$ cat config.mk
export PLATFORM = sky130hd
export DESIGN_NAME = ram_arbiter
export DESIGN_NICKNAME = d
export VERILOG_FILES = /design/src/rtl/ram_arbiter.sv
export SDC_FILE = /design/constraint.sdc
export NUM_CORES = 1
export LEC_CHECK = 0
export CAP_MARGIN = 0
export CORE_ASPECT_RATIO = 0.75
export CORE_MARGIN = 5
export CORE_UTILIZATION = 25
export DETAILED_ROUTE_END_ITERATION = 12
export GPL_TIMING_DRIVEN = 1
export PLACE_DENSITY_LB_ADDON = 0.2
export SLEW_MARGIN = 20
export SYNTH_ARGS = -nofsm -noshare
export SYNTH_HDL_FRONTEND = slang
export SYNTH_SLANG_ARGS = --single-unit
$ cat constraint.sdc
create_clock -name clk -period 1.85 [get_ports clk]
set_clock_uncertainty 0.2 [all_clocks]
set_input_delay 0.2775 -clock clk [delete_from_list [all_inputs] [get_ports clk]]
set_output_delay 0.2775 -clock clk [all_outputs]
set_load 0.01 [all_outputs]
$ cat src/rtl/ram_arbiter.sv
// Two-master arbiter in front of a single-port synchronous RAM.
// Round-robin with a bounded lock, combinational grant, one-cycle read return.
module ram_arbiter #(
  parameter int ADDR_W   = 13,
  parameter int DATA_W   = 16,
  parameter int MAX_LOCK = 8
) (
  input  logic              clk,
  input  logic              rst,
  input  logic              m0_req,
  input  logic              m0_lock,
  input  logic              m0_wrEn,
  input  logic [ADDR_W-1:0] m0_addr,
  input  logic [DATA_W-1:0] m0_wdata,
  output logic              m0_gnt,
  output logic              m0_rvalid,
  output logic [DATA_W-1:0] m0_rdata,
  input  logic              m1_req,
  input  logic              m1_lock,
  input  logic              m1_wrEn,
  input  logic [ADDR_W-1:0] m1_addr,
  input  logic [DATA_W-1:0] m1_wdata,
  output logic              m1_gnt,
  output logic              m1_rvalid,
  output logic [DATA_W-1:0] m1_rdata,
  output logic [ADDR_W-1:0] addr_toRAM,
  output logic [DATA_W-1:0] data_toRAM,
  output logic              wrEn,
  input  logic [DATA_W-1:0] data_fromRAM
);

  // Handshake: a master holds req and its command stable until it sees gnt
  // in the same cycle; a granted read returns rvalid/rdata exactly one
  // cycle later, with no backpressure on the return path.

  localparam int CNT_W = $clog2(MAX_LOCK + 1);
  localparam logic [CNT_W-1:0] MAX_CNT = CNT_W'(MAX_LOCK);

  // bit 0: master granted most recently; bit 1: that grant carried lock
  // and happened in the previous cycle.
  typedef enum logic [1:0] {
    OWN0  = 2'd0,
    OWN1  = 2'd1,
    LOCK0 = 2'd2,
    LOCK1 = 2'd3
  } arb_state_t;

  arb_state_t       state, state_nxt;
  logic [CNT_W-1:0] lock_cnt, lock_cnt_nxt;
  logic             rd_pend, rd_pend_nxt;
  logic             rd_own, rd_own_nxt;

  logic owner, locked;
  logic g0, g1, any_gnt, sel;
  logic sel_lock, sel_wr, other_req;

  assign owner  = state[0];
  assign locked = state[1];

  always_ff @(posedge clk or posedge rst) begin
    if (rst) begin
      state    <= OWN1;
      lock_cnt <= '0;
      rd_pend  <= 1'b0;
      rd_own   <= 1'b0;
    end else begin
      state    <= state_nxt;
      lock_cnt <= lock_cnt_nxt;
      rd_pend  <= rd_pend_nxt;
      rd_own   <= rd_own_nxt;
    end
  end

  always_comb begin
    g0 = 1'b0;
    g1 = 1'b0;
    if (m0_req && m1_req) begin
      if (locked && (lock_cnt < MAX_CNT)) begin
        g0 = ~owner;
        g1 = owner;
      end else begin
        g0 = owner;
        g1 = ~owner;
      end
    end else begin
      g0 = m0_req;
      g1 = m1_req;
    end

    any_gnt   = g0 | g1;
    sel       = g1;
    sel_lock  = sel ? m1_lock : m0_lock;
    sel_wr    = sel ? m1_wrEn : m0_wrEn;
    other_req = sel ? m0_req : m1_req;

    state_nxt    = state;
    lock_cnt_nxt = lock_cnt;
    rd_pend_nxt  = 1'b0;
    rd_own_nxt   = rd_own;

    // The counter holds the number of contended grants in the current run,
    // so a change of owner restarts it at this grant's own contribution.
    if (any_gnt) begin
      state_nxt = arb_state_t'({sel_lock, sel});
      if (sel != owner)
        lock_cnt_nxt = other_req ? CNT_W'(1) : '0;
      else if (other_req)
        lock_cnt_nxt = lock_cnt + CNT_W'(1);
      rd_pend_nxt = ~sel_wr;
      rd_own_nxt  = sel;
    end else begin
      state_nxt    = arb_state_t'({1'b0, owner});
      lock_cnt_nxt = '0;
    end
  end

  always_comb begin
    m0_gnt     = g0 & ~rst;
    m1_gnt     = g1 & ~rst;
    addr_toRAM = '0;
    data_toRAM = '0;
    wrEn       = 1'b0;
    if (m0_gnt) begin
      addr_toRAM = m0_addr;
      data_toRAM = m0_wdata;
      wrEn       = m0_wrEn;
    end else if (m1_gnt) begin
      addr_toRAM = m1_addr;
      data_toRAM = m1_wdata;
      wrEn       = m1_wrEn;
    end
    m0_rvalid = rd_pend & ~rd_own;
    m1_rvalid = rd_pend & rd_own;
    m0_rdata  = m0_rvalid ? data_fromRAM : '0;
    m1_rdata  = m1_rvalid ? data_fromRAM : '0;
  end

endmodule

==> flow_summary_export.csv <==
group,metric,value,unit
floorplan,die-area,5760,sq um
cells_and_area,final_core_util,0.720,
global_routing,groute.layer.met3.usage,0.0494,
worst_hold_path,worst_hold_path_type,"in2async",
cells_and_area,drive_gt1_frac,0.319,
drt,vias,1805,
global_routing,grt_pass1_vias,1697,
floorplan,io_pins,148,
floorplan,die_h,67.0,um
run,max-cap-violations,0,
drt,routed_wl,6.74,mm
timing,hold_violations,0,
clocking,clk_pin_slew,50,ps
cells_and_area,seq_area,203,sq um
cells_and_area,finalNonFillerCells,375,
setup_path,r2r-end,"rd_own",
drt,via_per_inst,4.81,
place,placedCellCount,352,
pwr,leakagePower,1.55,nW
floorplan,die_x,86.0,um
setup_path,endpoint_kind,"output pin",
global_routing,antenna_found_initial,0,
setup_path,critical_path_arrival,1910,ps
setup_path,worstPathMaxFanout,5,
floorplan,initial_core_util,0.262,
clocking,htreeDepth,1,
setup_path,worst_r2r_path_depth,9,
global_routing,grt_pass1_wl,9.45,mm
setup_path,crit_path_start_kind,"register",
timing,setup_ws,-536,ps
timing,holdWs,303,ps
place,dp_hpwl,5.08,mm
timing,tightest_slew,256,ps
global_routing,grt.overflow.total,0,
cells_and_area,antenna_cells,0,
timing,max_freq,0.419,GHz
global_routing,grt.busiest_layer,"met2",
cells_and_area,syn2layout_area_growth,174,%
floorplan,fp.coreArea,4130,sq um
pwr,irDropWorstVdd,0.000373,V
drt,first_pass_iters,4,
timing,slew_violations,0,
setup_path,r2r-start,"state[1]",
clocking,cts_made_buffers,3,
place,place.gp.congestion,0.792,
drt,wl_per_cell,18.0,um
cells_and_area,final_nets,406,
yosys,syn-cell-area,1080,sq um
yosys,postSynthCellCount,133,
clocking,clock_latency,230,ps
pwr,powerDensity,435,nW/um^2
setup_path,rrSetupSlack,50,ps
timing,rsz0062_at_grt,"true",
floorplan,rows,20,
cells_and_area,fillers,332,
global_routing,grt_max_degree,19,
run_status,failed_checks,"setup timing",
setup_path,critPathLaunch,"state[1]",
cells_and_area,layout_common_cells,"clkdlybuf4s50_1 (79), buf_2 (32), a22o_1 (30)",
drt,drc,0,
global_routing,grt_util_met2,0.370,
global_routing,track_usage,0.214,
yosys,yosysUniqueCellTypes,30,
place,port_buffers,147,
setup_path,worstSetupPathType,"reg2out",
cells_and_area,final_common_cell,"clkdlybuf4s50_1",
clocking,clock-sinks,8,
yosys,yosysSeqAreaShare,0.186,
clocking,cts_tree,"yes",
global_routing,met1_usage,0.265,
yosys,synth_seq_cells,8,
setup_path,crit_end,"data_toRAM[3]",
drt,drt_iter0_markers,72,
timing,relSlewSlack,0.829,
timing,fin_crit,2390,ps
timing,tns,-14230,ps
clocking,cts-root-buf,"clkbuf_8",
cells_and_area,multi_input_area,827,sq um
setup_path,required,1370,ps
place,pre_cts_slack,-1130,ps
drt,ant_nets,0,
timing,finalCritPeriodShare,1.29,
yosys,syn_nets,218,
yosys,synth.avg_cell_area,8.15,sq um
clocking,clk_path_buf_depth,2,
timing,setup_violations,32,
run_status,status,"finished with violations",
yosys,yosys_warnings,0,
[synthesized netlist by cell type]
library cell	instances	area (sq um)
o211a_1	1	10.0
nor2b_2	1	8.76
nand4b_2	1	15.0
a22o_1	30	263
nor2_1	6	22.5
ha_1	3	37.5
o21ai_0	2	10.0
buf_8	3	45.0
a21oi_1	8	40.0
o221a_2	1	11.3
xor2_1	1	8.76
dfrtp_1	7	175
clkbuf_1	4	15.0
and2_1	17	106
a31oi_1	1	6.26
nand3_1	1	5.00
nor3_1	1	5.00
nor3b_1	2	15.0
nor4_1	1	6.26
nor2b_1	2	12.5
dfstp_2	1	26.3
inv_1	6	22.5
nand2b_4	1	13.8
o22ai_1	1	6.26
o221ai_2	1	15.0
nand2_1	7	26.3
buf_6	1	11.3
buf_2	4	20.0
o211a_4	1	17.5
and3_1	17	106
[power by group]
part,internal [mW],switching [mW]
sequential,0.196,0.0201
combinational,0.518,0.330
clock,0.150,0.0772
[cells by family after synthesis]
logic type,after synthesis,synth area share
flip-flops,8,0.186
AND/OR/NAND/NOR,57,0.316
XOR/XNOR,1,0.00808
buffers and inverters,18,0.105
AO/OA/AOI/OAI,46,0.350
adder cells (fa/ha/maj),3,0.0346
[state kept, by name, summed over array words and instances, names as in the netlist]
signal and flops:
lock_cnt 4, state 2, rd_own 1, rd_pend 1
[metrics by stage]
step | area [sq um] | power [mW]
6_report | 2970 | 1.29
5_1_grt | 2970 | 1.36
4_1_cts | 2900 | 1.26
3_5_place_dp | 2790 | 1.02
3_3_place_gp | 2790 | 1.01
2_1_floorplan | 1080 | 0.506
[routing by layer]
metal,wire (um),up-vias
met5,0,-
met4,174,0
met3,577,16
met2,3310,93
met1,2680,820
li1,-,876
[critical path, cell delays in order, from the launching register on]
cell      delay (ps)
dfrtp_1          430
buf_6            150
nand4b_4         100
buf_6            110
o221ai_4          90
o211a_4          180
buf_6            120
buf_6            120
a22o_1           220
buf_2            150
[area by class of cell]
cell class | instances | area share
flip-flops and latches | 8 | 0.0682
inverters | 6 | 0.00758
repair buffers | 195 | 0.608
well taps | 55 | 0.0232
multi-input cells | 107 | 0.278
clock buffers | 4 | 0.0152
[how the worst min path moves through the flow]
stage                     slack [ps]           to  cells after the start
after floorplan                  -90  lock_cnt[0]                      1
after global placement           330  lock_cnt[1]                      2
after detailed placement         340  lock_cnt[1]                      2
after CTS                        270  lock_cnt[1]                      3
after global routing             330  lock_cnt[0]                      3
final                            300  lock_cnt[0]                      3
[repair_timing]
action,in CTS,in global routing
buffers inserted,11,4
pin swaps,19,14
gates cloned,3,1
resized for setup,216,8
endpoints found under the setup margin,71,44
hold buffers,0,0
(Power assumes the default switching activity.)
==> edit 1 (same settings) <==
Change the parameter `DATA_W` from 16 to 20.
--- a/src/rtl/ram_arbiter.sv
+++ b/src/rtl/ram_arbiter.sv
@@ -3,5 +3,5 @@
 module ram_arbiter #(
   parameter int ADDR_W   = 13,
-  parameter int DATA_W   = 16,
+  parameter int DATA_W   = 20,
   parameter int MAX_LOCK = 8
 ) (
Ports: changed (6 resized); port bits go from 148 to 172. The function was not compared with the original's and may differ.
==> edit 1 against the unedited design <==
The flow still finishes with violations (negative setup slack); power is 8.1% higher; design area up 9.1%; sequential cell count is the same; area after synthesis increased by 8.8%; die area grew 7.6%; fmax is 2.3% higher; hold slack lost 0.069 ns; wire length increased by 18%; setup slack better by 0.054 ns; combinational power rose by 12%; register-to-register slack better by 0.10 ns; critical path type unchanged; largest power group unchanged.
==> edit 1: results (changes against the unedited design) <==
| Metric | Value |
|---|---|
| Post-CTS Setup Bufs | 9 (was 11) |
| M1 wire length | 3130 um (was 2680 um) |
| First-pass GRT wire length | 11,200 um (was 9450 um) |
| Post-CTS Resized | 230 (was 216) |
| Synth area leaders | a22o_1, dfrtp_1, and2_1 (unchanged) |
| Slew Limit Fails | 0 (unchanged) |
| Slew of the pin with the lowest slew margin | 0.233 ns (was 0.256 ns) |
| Layout cells sized above 1 | 0.318 (was 0.319) |
| CP max FO | 9 (was 5) |
| Synth cell types | 29 (was 30) |
| Sequential fraction of the synthesis area | 0.171 (was 0.186) |
| Syn nets | 247 (was 218) |
| # port buffers | 171 (was 147) |
| Slowest CP cell | dfstp_2 (was dfrtp_1) |
| GRT met1 Usage | 0.293 (was 0.265) |
| Worst Slack Setup Final | -0.482 ns (was -0.536 ns) |
| Clk pwr share | 0.165 (was 0.176) |
| Gr usage total | 0.235 (was 0.214) |
| Max stage delay on crit path | 0.58 ns (was 0.43 ns) |
| GR met3 Demand/Resource | 0.0570 (was 0.0494) |
| GR Util met2 | 0.410 (was 0.370) |
| Failing checks | negative setup slack (unchanged) |
| Final WL | 7930 um (was 6740 um) |
| Vias in the first global route | 1,837 (was 1,697) |
| Mapped Avg Cell Area | 7.86 um2 (was 8.15 um2) |
| Met2 WL post-DR | 3980 um (was 3310 um) |
| Power Internal | 922 uW (was 864 uW) |
| Placer congestion estimate | 0.885 (was 0.792) |
| Met3 WL post-DR | 707 um (was 577 um) |
| Status | finished with violations (unchanged) |
| Total Nets Final | 450 (was 406) |
| Number of instances in the placed design | 386 (was 352) |
| CP arrival | 1.85 ns (was 1.91 ns) |
| DR vias | 1,945 (was 1,805) |
| Placed cell areas | 3070 um2 (was 2790 um2) |
| Leakage | 0.00164 uW (was 0.00155 uW) |
| Largest net degree at the start of global routing | 22 (was 19) |
| Final-report setup violation count | 36 (was 32) |
| Layout fillers | 360 (was 332) |
| DRT Pass-1 Iters | 4 (unchanged) |
-- edit 1: cell types whose count changed in the layout (fill, tap and decap cells not counted), sizes merged --
| cell | delta |
|---|---|
| a22o | +4 |
| and2 | +4 |
| and3 | +4 |
| buf | -7 |
| clkbuf | +16 |
| clkdlybuf4s15 | +10 |
| clkdlybuf4s50 | +12 |
| dlygate4sd2 | -11 |
-- edit 1: cell type report --
class	count	area [um2]	area share
repair buffers	215	2000	0.618
multi-input cells	119	897	0.277
flip-flops and latches	8	203	0.0625
well taps	57	71.3	0.0220
clock buffers	4	45.0	0.0139
inverters	6	22.5	0.00695
-- edit 1: kinds of logic after synthesis --
kind of cell             synth area share
XOR/XNOR                          0.00743
AO/OA/AOI/OAI                       0.345
flip-flops                          0.171
buffers and inverters               0.111
AND/OR/NAND/NOR                     0.333
adder cells (fa/ha/maj)            0.0319
-- edit 1: through the flow --
stage | setup WS [ns] | total power, uW | TNS [ns]
after global routing | -0.539 | 1480 | -17.46
after floorplan | -0.0556 | 547 | -1.33
after global placement | -1.11 | 1090 | -41.36
after CTS | -0.460 | 1360 | -14.94
after detailed placement | -1.17 | 1110 | -44.05
final | -0.482 | 1400 | -15.35
-- edit 1: worst max-delay path: cells and delay by family (launching register included) --
kind,cells,cell delay (ns)
buffers and inverters,3,0.40
AND/OR/NAND/NOR,1,0.15
AO/OA/AOI/OAI,3,0.49
flip-flops,1,0.58
-- edit 1: final timing paths --
kind / from / endpoint / slack [ns] / cells after the start
min reg2reg: lock_cnt[1] / lock_cnt[1] / 0.36 / 2
max: state[0] / data_toRAM[13] / -0.48 / 7
max reg2reg: state[0] / rd_pend / 0.15 / 6
min: rst / lock_cnt[1] / 0.23 / 3
max in group asynchronous: rst / state[0] / 0.99 / 3
min in group clk: lock_cnt[1] / lock_cnt[1] / 0.36 / 2
==> edit 2 (config.mk and constraints unchanged) <==
Without the edit above. Make the reset (`rst`) synchronous in one clocked block.
--- a/src/rtl/ram_arbiter.sv
+++ b/src/rtl/ram_arbiter.sv
@@ -58,5 +58,5 @@
   assign locked = state[1];
 
-  always_ff @(posedge clk or posedge rst) begin
+  always_ff @(posedge clk) begin
     if (rst) begin
       state    <= OWN1;
Check against the original RTL: differs if rst is asserted again (counterexample within 4 cycles, from zero or initial values and one cycle with rst high); with rst held inactive, the same outputs for 10 cycles.
==> edit 2 against the unedited design <==
The run still ends with negative setup slack left; critical path depth fell by 2; fmax rose by 9.6%; non-clock buffer count fell by 23; wire length fell by 16%; count of clock-buffer cells in the layout fell by 1; area after synthesis fell by 11%; setup slack improved by 0.21 ns; power fell by 23%; via count fell by 11%; clock power fell by 9.3%; first-iteration DRC count fell by 21%; sequential cell count did not move; design area fell by 9.8%; critical path type unchanged; critical endpoint is now addr_toRAM[10]; largest cell class unchanged.
==> edit 2: results (changes against the unedited design) <==
| Metric | Value |
|---|---|
| Status | finished with violations (unchanged) |
| Failing checks | negative setup slack (unchanged) |
| First-pass GRT wire length | 8040 um (was 9450 um) |
| Comb pwr | 602 uW (was 848 uW) |
| Multi-input logic portion of the cell area | 0.275 (was 0.278) |
| Leakage | 0.00138 uW (was 0.00155 uW) |
| Wirelength per Cell | 16.7 um (was 18.0 um) |
| Total Nets Final | 372 (was 406) |
| CP arrival | 1.70 ns (was 1.91 ns) |
| Layout fillers | 292 (was 332) |
| Via density | 4.75 (was 4.81) |
| DP Worst Slack | -0.674 ns (was -1.13 ns) |
| Total Power | 1000 uW (was 1290 uW) |
| Seq. pwr | 192 uW (was 216 uW) |
| Vias in the first global route | 1,607 (was 1,697) |
| R2R Path Start | state[1] (unchanged) |
| CP max FO | 8 (was 5) |
| R2R setup slack | 0.12 ns (was 0.05 ns) |
| XOR/XNOR Fraction of Synth Area | 0.0259 (was 0.00808) |
| Clk tree area frac | 0.0154 (was 0.0152) |
| FF-to-FF End | state[1] (was rd_own) |
| Syn nets | 207 (was 218) |
| Non-clock inverters | 4 (was 6) |
| VDD IR max | 0.200 mV (was 0.373 mV) |
| Seq area share | 0.0607 (was 0.0682) |
| Final-report setup violation count | 32 (unchanged) |
| Layout cells sized above 1 | 0.237 (was 0.319) |
| Main flop type after synthesis | dfxtp_1 (was dfrtp_1) |
| Slowest CP cell | dfxtp_2 (was dfrtp_1) |
| Die Wd | 81.8 um (was 86.0 um) |
| Synth cell types | 27 (was 30) |
| Register-to-Register Path Depth | 7 (was 9) |
| Adder-Cell Fraction of Synth Area | 0.0130 (was 0.0346) |
| Mapped Avg Cell Area | 7.79 um2 (was 8.15 um2) |
| Final WL | 5670 um (was 6740 um) |
| Mux contribution to synthesized area | 0.0104 (was 0) |
| Placed cell areas | 2570 um2 (was 2790 um2) |
| HP Class | flop to flop (was input port to asynchronous set/reset pin) |
| #MultiIn Comb | 100 (was 107) |
| Worst Slack Setup Final | -0.327 ns (was -0.536 ns) |
| Setup TNS | -9.02 ns (was -14.23 ns) |
| DR iter-0 viols | 57 (was 72) |
| Placer congestion estimate | 0.805 (was 0.792) |
| Crit path capture | addr_toRAM[10] (was data_toRAM[3]) |
| Pwr/cell area | 373 nW/um2 (was 435 nW/um2) |
| Detailed Place HPWL | 4280 um (was 5080 um) |
| Hold_ws | 0.289 ns (was 0.303 ns) |
| Largest net degree at the start of global routing | 33 (was 19) |
| Bufs w/o clock | 172 (was 195) |
| Gr usage total | 0.197 (was 0.214) |
| Max-slew headroom | 0.839 (was 0.829) |
| Sequential fraction of the synthesis area | 0.166 (was 0.186) |
| Beginning of the worst hold path | lock_cnt[1] |
| Synth async-reset ratio | 0 (was 1.00) |
| Non-clock buffer area fraction after layout | 0.619 (was 0.608) |
| Compound-Gate Fraction of Synth Area | 0.391 (was 0.350) |
| Number of instances in the placed design | 326 (was 352) |
| Power Internal | 702 uW (was 864 uW) |
| Synth area leaders | a22o_1, dfxtp_1, and2_1 (was a22o_1, dfrtp_1, and2_1) |
[edit 2: cell types whose count changed after synthesis, moves of 2 or more]
cell | unedited run | this run
dfxtp_1 | 0 | 8
dfrtp_1 | 7 | 0
buf_8 | 3 | 0
nand2_1 | 7 | 4
a22o_1 | 30 | 32
buf_6 | 1 | 3
ha_1 | 3 | 1
inv_1 | 6 | 4
nand2b_1 | 0 | 2
nand3_1 | 1 | 3
nor3b_1 | 2 | 0
[edit 2: routing by layer]
metal | GRT usage | wire length (um) | vias to the layer above
met2 | 0.386 | 3140 | 79
met4 | 0.0394 | 46 | 0
li1 | - | - | 791
met3 | 0.0829 | 614 | 6
met5 | 0 | 0 | -
met1 | 0.187 | 1870 | 735
[edit 2: timing repair]
action	CTS	global route
gates resized for setup	181	18
buffers inserted	3	2
setup endpoints to repair	66	39
pin swaps	5	26
cloned	2	3
